[src/rtl/otter_csr_int_pkg.sv]
// rtl/otter_csr_int_pkg.sv - shared constants, state type and CSR op helper
package otter_csr_pkg;

  localparam logic [11:0] CSR_MSTATUS    = 12'h300;
  localparam logic [11:0] CSR_MTVEC      = 12'h305;
  localparam logic [11:0] CSR_MEPC       = 12'h341;
  localparam logic [11:0] CSR_MCAUSE     = 12'h342;
  localparam logic [6:0]  OP_SYSTEM      = 7'b1110011;
  localparam logic [31:0] MCAUSE_EXT_INT = 32'h8000_000B;
  localparam logic [31:0] ALIGN4_MASK    = 32'hFFFF_FFFC;

  typedef enum logic {IDLE, TAKEN} int_state_t;

  // funct3[1:0]: 1 = write, 2 = set, 3 = clear
  function automatic logic [31:0] csr_apply(input logic [1:0]  op,
                                            input logic [31:0] old_val,
                                            input logic [31:0] wd);
    logic [31:0] res;
    case (op)
      2'd1:    res = wd;
      2'd2:    res = old_val | wd;
      2'd3:    res = old_val & ~wd;
      default: res = old_val;
    endcase
    return res;
  endfunction

endpackage

[src/rtl/otter_csr_int_if.sv]
// rtl/otter_csr_int_if.sv - commit-side bus between the core and the CSR block
interface otter_csr_int_if;

  logic        INSTR_VALID;
  logic [6:0]  CU_OPCODE;
  logic [2:0]  FUNC3;
  logic [11:0] CSR_ADDR;
  logic [31:0] WD;
  logic [31:0] NEXT_PC;
  logic [31:0] RD;
  logic [31:0] MTVEC;
  logic [31:0] MEPC;
  logic        MIE;
  logic        INT_TAKEN;

  modport master (
    output INSTR_VALID, CU_OPCODE, FUNC3, CSR_ADDR, WD, NEXT_PC,
    input  RD, MTVEC, MEPC, MIE, INT_TAKEN
  );

  modport slave (
    input  INSTR_VALID, CU_OPCODE, FUNC3, CSR_ADDR, WD, NEXT_PC,
    output RD, MTVEC, MEPC, MIE, INT_TAKEN
  );

endinterface

[src/rtl/otter_csr_int_sync_edge.sv]
// rtl/otter_csr_int_sync_edge.sv - multi-flop synchroniser with rising-edge pulse
module int_sync_edge #(
  parameter int SYNC_STAGES = 2
) (
  input  logic clk,
  input  logic rst,
  input  logic async_in,
  output logic rise
);

  logic [SYNC_STAGES-1:0] sync_q, sync_d;
  logic                   edge_q, edge_d;

  always_comb begin
    sync_d = {sync_q[SYNC_STAGES-2:0], async_in};
    edge_d = sync_q[SYNC_STAGES-1];
  end

  always_ff @(posedge clk) begin
    if (rst) begin
      sync_q <= '0;
      edge_q <= 1'b0;
    end else begin
      sync_q <= sync_d;
      edge_q <= edge_d;
    end
  end

  // Edge flop resets low, so a level held through reset yields one fresh edge.
  assign rise = sync_q[SYNC_STAGES-1] & ~edge_q;

endmodule

[src/rtl/otter_csr_int.sv]
// rtl/otter_csr_int.sv - machine-mode CSR file and external-interrupt trap FSM
module otter_csr_int
  import otter_csr_pkg::*;
#(
  parameter logic [31:0] MTVEC_RST   = 32'h0000_0000,
  parameter int          SYNC_STAGES = 2
) (
  input  logic           CLK,
  input  logic           RST,
  input  logic           INTR,
  otter_csr_int_if.slave bus
);

  int_state_t  state_q, state_d;
  logic        mie_q, mie_d, mpie_q, mpie_d, pending_q, pending_d;
  logic [31:0] mtvec_q, mtvec_d, mepc_q, mepc_d, mcause_q, mcause_d;
  logic [31:0] rd_val, wr_val;
  logic        intr_rise, commit_sys, csr_wr, mret, mie_next, trap;

  int_sync_edge #(.SYNC_STAGES(SYNC_STAGES)) u_sync (
    .clk      (CLK),
    .rst      (RST),
    .async_in (INTR),
    .rise     (intr_rise)
  );

  always_comb begin
    case (bus.CSR_ADDR)
      CSR_MSTATUS: rd_val = {24'd0, mpie_q, 3'd0, mie_q, 3'd0};
      CSR_MTVEC:   rd_val = mtvec_q;
      CSR_MEPC:    rd_val = mepc_q;
      CSR_MCAUSE:  rd_val = mcause_q;
      default:     rd_val = 32'd0;
    endcase
  end

  always_comb begin
    state_d   = state_q;
    mie_d     = mie_q;
    mpie_d    = mpie_q;
    mtvec_d   = mtvec_q;
    mepc_d    = mepc_q;
    mcause_d  = mcause_q;
    pending_d = pending_q | intr_rise;

    // The pipeline is flushing in TAKEN, so commits there have no effect.
    commit_sys = bus.INSTR_VALID && (state_q == IDLE) && (bus.CU_OPCODE == OP_SYSTEM);
    csr_wr     = commit_sys && (bus.FUNC3[1:0] != 2'b00);
    mret       = commit_sys && (bus.FUNC3 == 3'b000);
    wr_val     = csr_apply(bus.FUNC3[1:0], rd_val, bus.WD);

    if (csr_wr) begin
      case (bus.CSR_ADDR)
        CSR_MSTATUS: begin
          mie_d  = wr_val[3];
          mpie_d = wr_val[7];
        end
        CSR_MTVEC: mtvec_d = wr_val & ALIGN4_MASK;
        CSR_MEPC:  mepc_d  = wr_val & ALIGN4_MASK;
        default: ;
      endcase
    end

    if (mret) begin
      mie_d  = mpie_q;
      mpie_d = 1'b1;
    end

    // A commit that enables MIE can itself be the point where the trap is taken.
    mie_next = mie_d;
    trap     = (state_q == IDLE) && pending_q && bus.INSTR_VALID && mie_next;

    case (state_q)
      IDLE: begin
        if (trap) begin
          state_d   = TAKEN;
          mepc_d    = bus.NEXT_PC & ALIGN4_MASK;
          mpie_d    = mie_next;
          mie_d     = 1'b0;
          mcause_d  = MCAUSE_EXT_INT;
          pending_d = intr_rise;
        end
      end
      TAKEN:   state_d = IDLE;
      default: state_d = IDLE;
    endcase
  end

  always_ff @(posedge CLK) begin
    if (RST) begin
      state_q   <= IDLE;
      mie_q     <= 1'b0;
      mpie_q    <= 1'b0;
      mtvec_q   <= MTVEC_RST & ALIGN4_MASK;
      mepc_q    <= 32'd0;
      mcause_q  <= 32'd0;
      pending_q <= 1'b0;
    end else begin
      state_q   <= state_d;
      mie_q     <= mie_d;
      mpie_q    <= mpie_d;
      mtvec_q   <= mtvec_d;
      mepc_q    <= mepc_d;
      mcause_q  <= mcause_d;
      pending_q <= pending_d;
    end
  end

  assign bus.RD        = rd_val;
  assign bus.MTVEC     = mtvec_q;
  assign bus.MEPC      = mepc_q;
  assign bus.MIE       = mie_q;
  assign bus.INT_TAKEN = (state_q == TAKEN);

endmodule

[src/flat_wrapper.sv]
// flat-port wrapper written by rule: the top's interface ports become plain ports
module otter_csr_int_flat import otter_csr_pkg::*;
#(
  parameter logic [31:0] MTVEC_RST   = 32'h0000_0000,
  parameter int          SYNC_STAGES = 2
)
  (CLK, RST, INTR, bus_INSTR_VALID, bus_CU_OPCODE, bus_FUNC3, bus_CSR_ADDR, bus_WD, bus_NEXT_PC, bus_RD, bus_MTVEC, bus_MEPC, bus_MIE, bus_INT_TAKEN);
  otter_csr_int_if bus_i ();
  input  logic CLK;
  input  logic RST;
  input  logic INTR;
  input wire logic [$bits(bus_i.INSTR_VALID)-1:0] bus_INSTR_VALID;
  input wire logic [$bits(bus_i.CU_OPCODE)-1:0] bus_CU_OPCODE;
  input wire logic [$bits(bus_i.FUNC3)-1:0] bus_FUNC3;
  input wire logic [$bits(bus_i.CSR_ADDR)-1:0] bus_CSR_ADDR;
  input wire logic [$bits(bus_i.WD)-1:0] bus_WD;
  input wire logic [$bits(bus_i.NEXT_PC)-1:0] bus_NEXT_PC;
  output wire logic [$bits(bus_i.RD)-1:0] bus_RD;
  output wire logic [$bits(bus_i.MTVEC)-1:0] bus_MTVEC;
  output wire logic [$bits(bus_i.MEPC)-1:0] bus_MEPC;
  output wire logic [$bits(bus_i.MIE)-1:0] bus_MIE;
  output wire logic [$bits(bus_i.INT_TAKEN)-1:0] bus_INT_TAKEN;
  assign bus_i.INSTR_VALID = bus_INSTR_VALID;
  assign bus_i.CU_OPCODE = bus_CU_OPCODE;
  assign bus_i.FUNC3 = bus_FUNC3;
  assign bus_i.CSR_ADDR = bus_CSR_ADDR;
  assign bus_i.WD = bus_WD;
  assign bus_i.NEXT_PC = bus_NEXT_PC;
  assign bus_RD = bus_i.RD;
  assign bus_MTVEC = bus_i.MTVEC;
  assign bus_MEPC = bus_i.MEPC;
  assign bus_MIE = bus_i.MIE;
  assign bus_INT_TAKEN = bus_i.INT_TAKEN;
  otter_csr_int #(.MTVEC_RST(MTVEC_RST), .SYNC_STAGES(SYNC_STAGES)) u_core (.CLK(CLK), .RST(RST), .INTR(INTR), .bus(bus_i));
endmodule
[config.mk]
export PLATFORM = sky130hd
export DESIGN_NAME = otter_csr_int_flat
export DESIGN_NICKNAME = d
export VERILOG_FILES = /design/src/rtl/otter_csr_int_pkg.sv /design/src/rtl/otter_csr_int_if.sv /design/src/rtl/otter_csr_int_sync_edge.sv /design/src/rtl/otter_csr_int.sv /design/src/flat_wrapper.sv
export SDC_FILE = /design/constraint.sdc
export NUM_CORES = 1
export LEC_CHECK = 0
export ABC_CLOCK_PERIOD_IN_PS = 3660
export CAP_MARGIN = 30
export CORE_UTILIZATION = 45
export CTS_CLUSTER_SIZE = 12
export DETAILED_ROUTE_END_ITERATION = 12
export PLACE_DENSITY = 0.84
export REMOVE_ABC_BUFFERS = 1
export SLEW_MARGIN = 10
export SYNTH_ARGS = -nofsm -noshare
export SYNTH_HDL_FRONTEND = slang
export SYNTH_HIERARCHICAL = 1
export SYNTH_SLANG_ARGS = --single-unit
[constraint.sdc]
create_clock -name CLK -period 3.66 [get_ports CLK]
set_input_delay 0.366 -clock CLK [delete_from_list [all_inputs] [get_ports CLK]]
set_output_delay 0.366 -clock CLK [all_outputs]
set_load 0.02 [all_outputs]
Word level (Yosys, flattened, before mapping). Cells that the tools add are included.

Bits in latches: 0. Word-level logic and storage cells: 55. Bits in writable memories: 0. Memories: 0. Memory bits (read-only): 0. Input bits: 90. Register bits: 70. Output and inout port bits: 98.

$lt $le $gt $ge: 0. Shift-type cells: 0. Add/subtract/negate cells: 0. Muxes and demuxes: 20. $mul: 0. Bitwise logic cells: 7. Eq/ne operators: 8. Div/mod/pow operators: 0. Reductions and logical operators: 11.

Operator list (count): 2-to-1 mux 32 bit (4); one-hot mux 32 bit (4 select lines) (1); one-hot mux 32 bit (3 select lines) (1); == test 12 x 10 -> 1 bit, second input constant (4); AND 32 bit (1); NOT 32 bit (1); OR 32 bit (1); 2-to-1 mux 1 bit (13); == test 7 bit, second input constant (1); logical AND 1 bit (7); == test 2 bit, second input constant (2); AND reduction 2 bit (2); logical NOT 3 bit (1); == test 2 x 1 -> 1 bit, second input constant (1); NOT 1 bit (2); one-hot mux 1 bit (2 select lines) (1); nonzero test 2 bit (1); AND 1 bit (1); OR 1 bit (1).

Depth between registers and ports, before layout.
Depth after elaboration: 10. Mapped depth: 10. Gate-level depth less buffers: 7.

Cells and area by module. The synthesis kept the hierarchy.

By module, submodules not included: otter_csr_int (cells an instance 587, times used 1, area each 4431.8 sq um, sequential area each 1341.3 sq um); int_sync_edge (cells an instance 7, times used 1, area each 87.6 sq um, sequential area each 60.1 sq um).

Least setup slack after synthesis. OpenSTA, ideal clock, no wires.

Path type: in2out. Start point: input bus_CSR_ADDR[10]. End point: output bus_RD[12]. Path slack: 1.376 ns. Data required time: 3.294 ns. Cell stages on the path: 7. Buffers on the path: 3. Arrival: 1.918 ns. Path through: and4bb_2 nand2_1 buf_2 nor2_2 buf_2 buf_1 a22o_1.

Longest elaborated chain between the ends: 2. Elaborated cells between the ends (all ways): 5. Those cells by class: eq/ne (4); mux (1).

RTL lines: from (decl) (RTL line flat_wrapper.sv:15) `input wire logic [$bits(bus_i.CSR_ADDR)-1:0] bus_CSR_ADDR;`; == test 12 x 10 -> 1 bit (RTL line otter_csr_int.sv:28) `case (bus.CSR_ADDR)`; one-hot mux 32 bit (4 select lines) (*) (RTL line otter_csr_int.sv:28); to (decl) (RTL line flat_wrapper.sv:18) `output wire logic [$bits(bus_i.RD)-1:0] bus_RD;`.

Mark *: on every way between the ends. The rest lies on a longest branch, timed or not.

Worst setup path after layout.
Start point: input bus_CSR_ADDR[5]. End point: output bus_RD[29].

Same word-level chain as after synthesis.

==> key figures <==
STA
  – Slew @ Worst Pin: around 590 ps
  – Max_slew headroom: 60.70%
  – Period minus WS final: approximately 3100 ps
  – RSZ-0062 raised after global routing: no
  – Slew Limit Fails: 0
  – Final Hold Violating Endpoints: 0
  – Final Skew: about 8 ps
  – Final-report setup violation count: 0
  – Fmax achieved: roughly 320 MHz
  – Fin crit share: a little over four fifths

Floorplanning
  – Die W: about 100 um
  – Die height: around 100 um
  – Number of top-level pins: between 150 and 200
  – DIE AREA: about 10,000 sq um
  – Core footprint: 9774 sq um
  – Initial Utilization: between 40% and 50%
  – Rows: 36

Logic synthesis
  – Async set-or-reset flop fraction in the synthesized netlist: 0%
  – Compound-Gate Fraction of Synth Area: 36.88%
  – Post-Synth XOR/XNOR Area: 0%
  – Yosys cell types: 50
  – Seq/Total Area, Yosys: between 30% and 40%
  – Cell Area, Synth: between 4000 and 5000 sq um
  – Synth warnings: 6
  – Largest family of logic cells by synthesized area: compound AO/OA/AOI/OAI gates
  – Top FF cell, synth: dfxtp_1
  – Synth Instances: around 590
  – EDFF count, synth: 0
  – Post-synthesis simple-gate area fraction: between 10% and 20%
  – Avg Cell Area, Syn: about 7.6 sq um
  – Synth Register Bits: 70
  – Post-Synth Adder-Cell Area: 0%
  – Mux share of post-synthesis cell area: ~7%

Finish
  – Layout Cells excl Fill: between 800 and 900
  – Share of layout cells above drive strength 1: roughly 7.0%
  – Finished Core Util: around 67%
  – Area Overhead vs Synth: 45.40%
  – Final #Nets: ~840
  – Commonest non-fill, non-tap cell in the layout: clkdlybuf4s50_1
  – Fin area: approximately 6600 sq um
  – Commonest cells after routing, fill and taps aside: clkdlybuf4s50_1, a21oi_1, dfxtp_1, o21ai_0, nand2_1
  – Ant diodes: 0

Routing
  – Vias per inst: just over 6
  – DR vias: between 5,000 and 6,000
  – DRC Markers: 0
  – DRT Pass-1 Iters: 5
  – DRT iter0 DRCs: 393
  – Wirelength per Cell: 18.13 um
  – Detail Route Antenna Nets: 0
  – Post-Route WL: 16,050 um

Clock network
  – CTS root buf: clkbuf_8
  – Clk_lat worst skew: roughly 330 ps
  – H-tree levels: 3
  – CTS tree: yes
  – Post-CTS setup buffer count: 0
  – Clock Path Buffers: 2
  – CTS Hold Bufs: 0
  – Post-cts repair resize count: 0
  – CTS buffer count: 9
  – Clk sinks: 70
  – CTS clk-pin slew, worst paths: ~70 ps

Placement
  – GPL Wtd Cong: between 0.8 and 0.9
  – Port Buffer Count: 181
  – Placed Instance Area: ~6400 sq um
  – HPWL after DPL: 10,680 um
  – Cell count after placement: roughly 870

Power and ir drop
  – Power per cell area: 243.6 nW/um^2
  – Pleak: 2.190 nW
  – Maximum vdd drop: between 0.2 and 0.25 mV

Global route
  – Vias in the first global route: about 5,300
  – Global-route wire length before repair: about 25,000 um
  – Antenna violations before repair: 0
  – Gr ovfl total: 0
  – Largest net degree at the start of global routing: 40
  – Tot GR Track Use: approximately 30%

Run status
  – Status: finished, final reports clean

Setup path
  – Worst EP required: 3290 ps
  – CP Data Arrival Time: approximately 2700 ps
  – Crit path max fanout: 31
  – Critical Path Start Type: input port
  – Crit path kind: input port to output port
  – Element type at the critical path end: output port

Flow run
  – Max-cap viol count: 0

Hold path
  – HP Class: register to register
## worst max-delay path, stage by stage
cell and delay [ps]:
clkdlybuf4s50_1 400, nor3_1 380, nand2_1 250, nor2_4 170, buf_4 350, a22o_1 200, clkdlybuf4s50_1 600
## layer usage
layer | GRT usage (%) | part of all wire (%) | wire length (um) | up-vias
met4 | 16.04 | 2.3 | 362 | 0
li1 | - | - | - | 2518
met3 | 5.814 | 9.2 | 1478 | 37
met2 | 51.37 | 49 | 7888 | 332
met1 | 37.30 | 39 | 6316 | 2520
met5 | 0 | 0 | 0 | -
## worst paths after layout
kind / cells past startpoint / from / endpoint / slack [ps]
setup / recovery: 7 / bus_CSR_ADDR[5] / bus_RD[29] / 560
hold / removal: 1 / u_core/u_sync/sync_q[0]$_SDFF_PP0_ / u_core/u_sync/sync_q[1]$_SDFF_PP0_ / 440
setup reg to reg: 7 / u_core/bus.INT_TAKEN$_SDFF_PP0_ / u_core/bus.MEPC[24]$_SDFF_PP0_ / 980
hold reg to reg: 1 / u_core/u_sync/sync_q[0]$_SDFF_PP0_ / u_core/u_sync/sync_q[1]$_SDFF_PP0_ / 440
## layout make-up
cell class,count,area [sq um]
fill,807,3203
multi-input combinational,463,2849
timing repair buffer,201,1964
sequential,70,1401
tap,133,166.4
clock buffer,12,135.1
clock inverter,4,47.55
inverter,2,7.507
## Yosys cell counts (2+ instances only)
master    count  share of area (%)
o21ai_0      64                7.1
nor3b_2       3               0.83
nor2b_1      34                4.7
and4_1        3               0.58
a211oi_1      2               0.33
nand2_1      36                3.0
a21oi_1      92                 10
nand3_1      32                3.5
a22oi_1      28                4.7
mux2i_1      31                6.9
buf_2        13                1.4
nor2_1       11               0.91
dfxtp_1      70                 31
nor4_1        2               0.28
and3_1        3               0.42
buf_1         6               0.50
and3b_1       3               0.58
a31oi_1      30                4.2
nor2_2        2               0.28
o21ai_1      24                2.7
nor3_1        5               0.55
inv_1         2               0.17
buf_4         4               0.66
a22o_1       27                5.2
and2_1        6               0.83
nand2b_1      2               0.28
buf_6         3               0.75
clkbuf_1     34                2.8
## logic make-up (layout without fill, tap and decap cells)
| kind of cell | after synthesis | count (layout) |
|---|---|---|
| flip-flops | 70 | 70 |
| AO/OA/AOI/OAI | 278 | 278 |
| other | 1 | 2 |
| multiplexers | 31 | 31 |
| buffers and inverters | 62 | 219 |
| AND/OR/NAND/NOR | 152 | 152 |
## power by group
part | switching [mW] | internal, mW
Combinational | 0.111 | 0.117
Clock | 0.295 | 0.314
Sequential | 0.000724 | 0.763
## metrics by stage
stage	setup TNS, ps	total power [mW]	hold slack (ps)	worst slack [ps]
floorplan	-44200	0.8541	413.8	-1490
global placement	0	0.9999	424.2	569.9
detailed placement	0	1.006	429.6	419.6
CTS	0	1.604	448.0	568.8
global route	0	1.656	464.0	391.7
finish	0	1.601	441.4	557.2
## state kept, by name, summed over array words and instances (netlist names)
register and flops:
u_core/u_sync/edge_q 1, u_core/mpie_q 1, u_core/mcause_q 1, u_core/bus.MEPC 32
u_core/u_sync/sync_q 2, u_core/bus.MIE 1, u_core/bus.INT_TAKEN 1, u_core/bus.MTVEC 30
u_core/pending_q 1
(Power assumes the default switching activity.)
